==> config.mk <==
export PLATFORM = sky130hd
export DESIGN_NAME = motion_sequencer
export DESIGN_NICKNAME = d
export VERILOG_FILES = /design/src/rtl/motion_sequencer.sv
export SDC_FILE = /design/constraint.sdc
export NUM_CORES = 1
export LEC_CHECK = 0
export CAP_MARGIN = 20
export CORE_MARGIN = 4
export CORE_UTILIZATION = 60
export DETAILED_ROUTE_END_ITERATION = 7
export GPL_TIMING_DRIVEN = 0
export PLACE_DENSITY = 0.82
export RECOVER_POWER = 50
export SYNTH_ARGS = -nofsm -noshare
export SYNTH_HDL_FRONTEND = slang
export SYNTH_SLANG_ARGS = --single-unit
==> constraint.sdc <==
create_clock -name clk -period 22.4 [get_ports clk]
set_clock_uncertainty 0.05 [all_clocks]
set_input_delay 4.48 -clock clk [delete_from_list [all_inputs] [get_ports clk]]
set_output_delay 4.48 -clock clk [all_outputs]
set_load 0.01 [all_outputs]
==> src/rtl/motion_sequencer.sv <==
// Command scheduler in front of the stepper controller: queues move/home commands and runs them one at a time.
// Latency: a push into an empty idle queue raises a start two cycles after the push edge; every command is followed by a DWELL gap.
// Backpressure: cmd_ready is low when the FIFO holds DEPTH entries or abort is high. Offers made while abort is high are dropped.
module motion_sequencer #(
    parameter int DEPTH       = 4,
    parameter int ACK_TIMEOUT = 64,
    parameter int DWELL       = 16,
    parameter int IDLE_HOLD   = 50000
) (
    input  logic                       clk,
    input  logic                       rst,
    input  logic                       cmd_valid,
    output logic                       cmd_ready,
    input  logic                       cmd_home,
    input  logic [127:0]               cmd_steps,
    input  logic [127:0]               cmd_speed,
    input  logic                       abort,
    input  logic                       steppers_driving,
    output logic [127:0]               step_out,
    output logic [127:0]               speed_out,
    output logic                       start_driving,
    output logic                       start_homing,
    output logic                       stepper_enable,
    output logic                       busy,
    output logic [$clog2(DEPTH):0]     fifo_count,
    output logic                       cmd_done,
    output logic                       ack_timeout
);

    localparam int AW  = $clog2(DEPTH);
    localparam int CW  = AW + 1;
    localparam int AKW = $clog2(ACK_TIMEOUT + 1);
    localparam int DWW = $clog2(DWELL + 1);
    localparam int IW  = $clog2(IDLE_HOLD + 1);

    localparam logic [CW-1:0]  DEPTH_C    = CW'(DEPTH);
    localparam logic [AKW-1:0] ACK_LAST   = AKW'(ACK_TIMEOUT - 1);
    localparam logic [DWW-1:0] DWELL_LAST = DWW'(DWELL - 1);
    localparam logic [IW-1:0]  IDLE_LAST  = IW'(IDLE_HOLD - 1);

    // One queued command: homing flag plus four step lanes and four speed lanes.
    typedef struct packed {
        logic         home;
        logic [127:0] steps;
        logic [127:0] speed;
    } cmd_t;

    typedef enum logic [2:0] {
        S_IDLE,
        S_LOAD,
        S_START,
        S_RUN,
        S_DWELL
    } state_t;

    state_t         state_q, state_d;
    cmd_t           mem [DEPTH];
    logic [AW-1:0]  wr_ptr, rd_ptr;
    logic [CW-1:0]  count;
    logic           home_q;
    logic [AKW-1:0] ack_cnt;
    logic [DWW-1:0] dwell_cnt;
    logic [IW-1:0]  idle_cnt;
    logic           push, pop;
    cmd_t           wr_entry, head;

    // cmd_ready only looks at the registered count, so a full FIFO never accepts even while popping.
    assign push     = cmd_valid && cmd_ready;
    assign pop      = (state_q == S_LOAD) && !abort;
    assign wr_entry = '{home: cmd_home, steps: cmd_steps, speed: cmd_speed};
    assign head     = mem[rd_ptr];
    assign fifo_count = count;

    // FIFO storage: plain memory, no reset needed because the count qualifies every read.
    always_ff @(posedge clk) begin
        if (push) begin
            mem[wr_ptr] <= wr_entry;
        end
    end

    // FIFO pointers and occupancy; abort empties the queue in one edge.
    always_ff @(posedge clk or posedge rst) begin
        if (rst) begin
            wr_ptr <= '0;
            rd_ptr <= '0;
            count  <= '0;
        end else if (abort) begin
            wr_ptr <= '0;
            rd_ptr <= '0;
            count  <= '0;
        end else begin
            if (push) begin
                wr_ptr <= wr_ptr + AW'(1);
            end
            if (pop) begin
                rd_ptr <= rd_ptr + AW'(1);
            end
            case ({push, pop})
                2'b10:   count <= count + CW'(1);
                2'b01:   count <= count - CW'(1);
                default: count <= count;
            endcase
        end
    end

    // State register.
    always_ff @(posedge clk or posedge rst) begin
        if (rst) begin
            state_q <= S_IDLE;
        end else begin
            state_q <= state_d;
        end
    end

    // Next-state logic; abort overrides everything and parks the sequencer in DWELL.
    always_comb begin
        state_d = state_q;
        if (abort) begin
            state_d = S_DWELL;
        end else begin
            case (state_q)
                S_IDLE: begin
                    if (count != '0) begin
                        state_d = S_LOAD;
                    end
                end
                S_LOAD: begin
                    state_d = S_START;
                end
                S_START: begin
                    if (steppers_driving) begin
                        state_d = S_RUN;
                    end else if (ack_cnt == ACK_LAST) begin
                        state_d = S_DWELL;
                    end
                end
                S_RUN: begin
                    if (!steppers_driving) begin
                        state_d = S_DWELL;
                    end
                end
                S_DWELL: begin
                    if (dwell_cnt == DWELL_LAST) begin
                        state_d = S_IDLE;
                    end
                end
                default: begin
                    state_d = S_IDLE;
                end
            endcase
        end
    end

    // Decoded outputs; starts come straight from the state so reset or abort drops them without delay.
    always_comb begin
        start_driving = 1'b0;
        start_homing  = 1'b0;
        if ((state_q == S_START) || (state_q == S_RUN)) begin
            start_homing  = home_q;
            start_driving = !home_q;
        end
        busy      = (state_q != S_IDLE) || (count != '0);
        cmd_ready = !rst && !abort && (count < DEPTH_C);
    end

    // Head command is captured only in LOAD and then held for the whole START/RUN/DWELL window.
    always_ff @(posedge clk or posedge rst) begin
        if (rst) begin
            step_out  <= '0;
            speed_out <= '0;
            home_q    <= 1'b0;
        end else if (pop) begin
            step_out  <= head.steps;
            speed_out <= head.speed;
            home_q    <= head.home;
        end
    end

    // Acknowledge timer counts START cycles and saturates at its last value.
    always_ff @(posedge clk or posedge rst) begin
        if (rst) begin
            ack_cnt <= '0;
        end else if (state_q != S_START) begin
            ack_cnt <= '0;
        end else if (ack_cnt != ACK_LAST) begin
            ack_cnt <= ack_cnt + AKW'(1);
        end
    end

    // Dwell timer restarts on DWELL entry and on every abort cycle.
    always_ff @(posedge clk or posedge rst) begin
        if (rst) begin
            dwell_cnt <= '0;
        end else if ((state_q != S_DWELL) || abort) begin
            dwell_cnt <= '0;
        end else if (dwell_cnt != DWELL_LAST) begin
            dwell_cnt <= dwell_cnt + DWW'(1);
        end
    end

    // Completion pulse on a normal START/RUN -> DWELL step, plus a sticky flag when the controller never acknowledged.
    always_ff @(posedge clk or posedge rst) begin
        if (rst) begin
            cmd_done    <= 1'b0;
            ack_timeout <= 1'b0;
        end else begin
            cmd_done <= !abort && (state_d == S_DWELL) &&
                        ((state_q == S_START) || (state_q == S_RUN));
            if (abort) begin
                ack_timeout <= 1'b0;
            end else if ((state_q == S_START) && !steppers_driving && (ack_cnt == ACK_LAST)) begin
                ack_timeout <= 1'b1;
            end
        end
    end

    // Motor power: on with any push or activity, off after IDLE_HOLD consecutive idle cycles.
    always_ff @(posedge clk or posedge rst) begin
        if (rst) begin
            stepper_enable <= 1'b0;
            idle_cnt       <= '0;
        end else if (push || busy) begin
            stepper_enable <= 1'b1;
            idle_cnt       <= '0;
        end else if (stepper_enable) begin
            if (idle_cnt == IDLE_LAST) begin
                stepper_enable <= 1'b0;
            end else begin
                idle_cnt <= idle_cnt + IW'(1);
            end
        end
    end

endmodule

==> results.toml <==
[timing]
period_minus_slack_ns = 13.29
relSlewSlack_pct = -321
finalHoldViolCount = 0
finalSetupTns_ns = 0
fin_crit_sh_pct = 59.3
fmax_ghz = 0.0753
tightest_slew_ns = 6.32
worst_slack_ns = 9.11
maxSlewViolCount = 303
fin_hold_ws_ns = 0.454
rsz0062_at_grt = "no"
finalSetupViolCount = 0

[synth]
synth_area_um2 = 48700
yosysSeqAreaShare_pct = 78.7
synth_edf_count = 1028
yosys-top-cells-count = "1,028 x edfxtp_1, 298 x dfrtp_1, 257 x mux2_2, 257 x mux4_2, 38 x clkbuf_1"
synth_area_per_cell_um2 = 23.1
synth_top_area_share_pct = 63.4
synthesis.nets = 2375
ys_seq_elements = 1326
ys.warnings.count = 0
async_flop_share_pct = 22.5
synthTopCellsByArea = "edfxtp_1 63%, dfrtp_1 15%, mux4_2 12%, mux2_2 5.9%, buf_6 0.46%"
synth_cell_types = 46
ys.flop_type = "edfxtp_1"
yosysTopAreaCell = "edfxtp_1"
yosysMostFrequentCell = "edfxtp_1"
synthesis.instances = 2104

[grt]
grt_pass1_vias = 26458
antenna_found_initial = 61
grt_overflow = 0
grt_max_degree = 105
grt_pass1_wl_um = 170000
grt_usage_pct = 26.7

[route]
wl_per_cell_um = 28.3
vias = 24047
vias_per_cell = 6.00
drt-total-wl_um = 113000
dr.pass1.iters = 5
drt_iter0_drc = 1890
route.detailed.drc = 0
antenna_left = 0

[status]
violations = "max-capacitance violations, max-slew violations"
run_status = "finished with violations"

[setup_path]
crit_arrival_ns = 12.48
worstSetupPathType = "in -> async"
cp.required_ns = 21.59
crit_chain = "dlygate4sd3_1 > clkinvlp_2 > clkbuf_1"
path_max_fanout = 104
worst-path-buf-inv = 3
startpoint_type = "primary input"
slowest_delay_ns = 4.54
cp_slowest_cell = "clkbuf_1"
cp-end-kind = "async pin"
critPathTopFamily = "buffers and inverters"

[cells_and_area]
drive_above_1_share_pct = 26.4
layoutNonFillerInstCount = 4008
postLayoutCoreUtil_pct = 74.8
area_delta_synth_final_pct = 23.5
fin_nets = 3059
fin_area_um2 = 60100

[die]
die_y_um = 293
row_count = 104
start_util_pct = 60.5
ios = 528
die_area_um2 = 85800
die_w_um = 293
core_um2 = 80400

[clock_network]
ctsResizeCount = 0
cts_tree = "built"
clkTransAtPathRegs_ns = 0.06
postCtsSetupBuffers = 0
clock_path_buffers = 3
clockRootBuffer = "clkbuf_16"
cts.sinks = 1326
cts-buffers-inserted = 132
hold_buffers = 0
cts-htree-levels = 4
clkLatencyLatePin_ns = 0.72

[placed_design]
dpl_worst_slack_ns = 11.83
gp_congestion = 0.780
dp_hpwl_um = 70400
postPlaceCellArea_um2 = 55900
placed_cells_incl_taps = 3713
port_buffers = 526

[pwr]
leakage_nw = 21.0
irDropWorstVdd_mv = 0.0676
p_per_area_nw_per_um2 = 83.3
p_total_mw = 5.01

[worst_hold_path]
holdCritPathClass = "reg -> reg"

[flow_run]
maxCapViolCount = 3
==> cells in the final DEF (no fill, tap or decap), types with 3 or more instances in the layout <==
cell and instances:
and3_1 5, diode_2 53, clkbuf_1 111, nor2b_1 3, inv_6 4, or3_2 3
clkinv_2 24, nor3_1 8, and2_4 4, nand2_1 7, or3_1 11, buf_2 26
edfxtp_1 1028, mux2_2 246, nand3_1 6, buf_16 19, mux2_1 11, dlygate4sd3_1 259
clkdlybuf4s50_1 267, inv_1 10, clkinvlp_4 5, ha_1 8, o21ai_0 12, mux2i_1 4
clkbuf_16 135, clkinv_16 3, mux4_2 257, nor2_1 28, clkbuf_8 12, or2_2 3
xor2_1 7, xnor2_1 9, bufinv_16 7, clkinv_1 4, dfrtp_1 298, inv_16 3
a21oi_1 13
==> area by class of cell <==
type,instances,area [um2]
sequential,1326,38300
fill,4172,20300
multi-input combinational,673,9760
timing repair buffer,550,5850
clock buffer,189,3700
tap,1060,1330
clock inverter,52,601
buffer,94,385
antenna,53,133
inverter,11,42.5
==> routing by layer <==
metal	vias up	wire, um	GRT usage, %
li1	10056	-	-
met3	262	9500	7.81
met2	1010	59400	45.4
met5	-	118	0
met1	12699	39900	32.9
met4	20	4480	10.3
==> worst register-to-register path: stages (launching register included) <==
cell	delay, ns
dfrtp_1	0.50
or3b_1	0.41
clkbuf_1	0.17
nor2_1	0.63
clkbuf_1	0.71
clkbuf_1	0.71
mux2_2	0.44
==> registers in the layout (all words and copies together), names as in the netlist <==
| register | cells |
|---|---|
| home_q | 1 |
| idle_cnt | 16 |
| mem | 1028 |
| state_q | 3 |
| dwell_cnt | 5 |
| fifo_count | 3 |
| ack_timeout | 1 |
| speed_out | 128 |
| wr_ptr | 2 |
| ack_cnt | 7 |
| rd_ptr | 2 |
| stepper_enable | 1 |
| cmd_done | 1 |
| step_out | 128 |
==> worst paths after layout <==
path	startpoint	to	slack (ns)	depth (start not counted)
setup reg to reg	state_q[2]	step_out[17]	18.65	6
hold / removal	step_out[49]	step_out[49]	0.45	1
min in group asynchronous	rst	speed_out[39]	5.67	2
setup / recovery	rst	step_out[113]	9.11	3
hold reg to reg	step_out[49]	step_out[49]	0.45	1
max in group clk	abort	cmd_ready	11.79	4
==> cell families after synthesis <==
logic type / count (synthesis) / synth area share [%]
DFF: 1326 / 78.7
muxes: 518 / 17.9
buffers and inverters: 105 / 1.24
and+or+nand+nor: 97 / 1.15
AOI/OAI and AO/OA: 33 / 0.427
xor gates and xnor gates: 16 / 0.288
adders and majority gates: 9 / 0.247
==> report_power, final <==
| part | leakage [nW] | total [mW] | internal, mW | switching (mW) |
|---|---|---|---|---|
| Clock | 2.10 | 2.17 | 1.25 | 0.926 |
| Combinational | 5.47 | 0.138 | 0.0679 | 0.0700 |
| Sequential | 13.4 | 2.70 | 2.69 | 0.0117 |
| Total | 21.0 | 5.01 | 4.00 | 1.01 |
(Power assumes the default switching activity.)
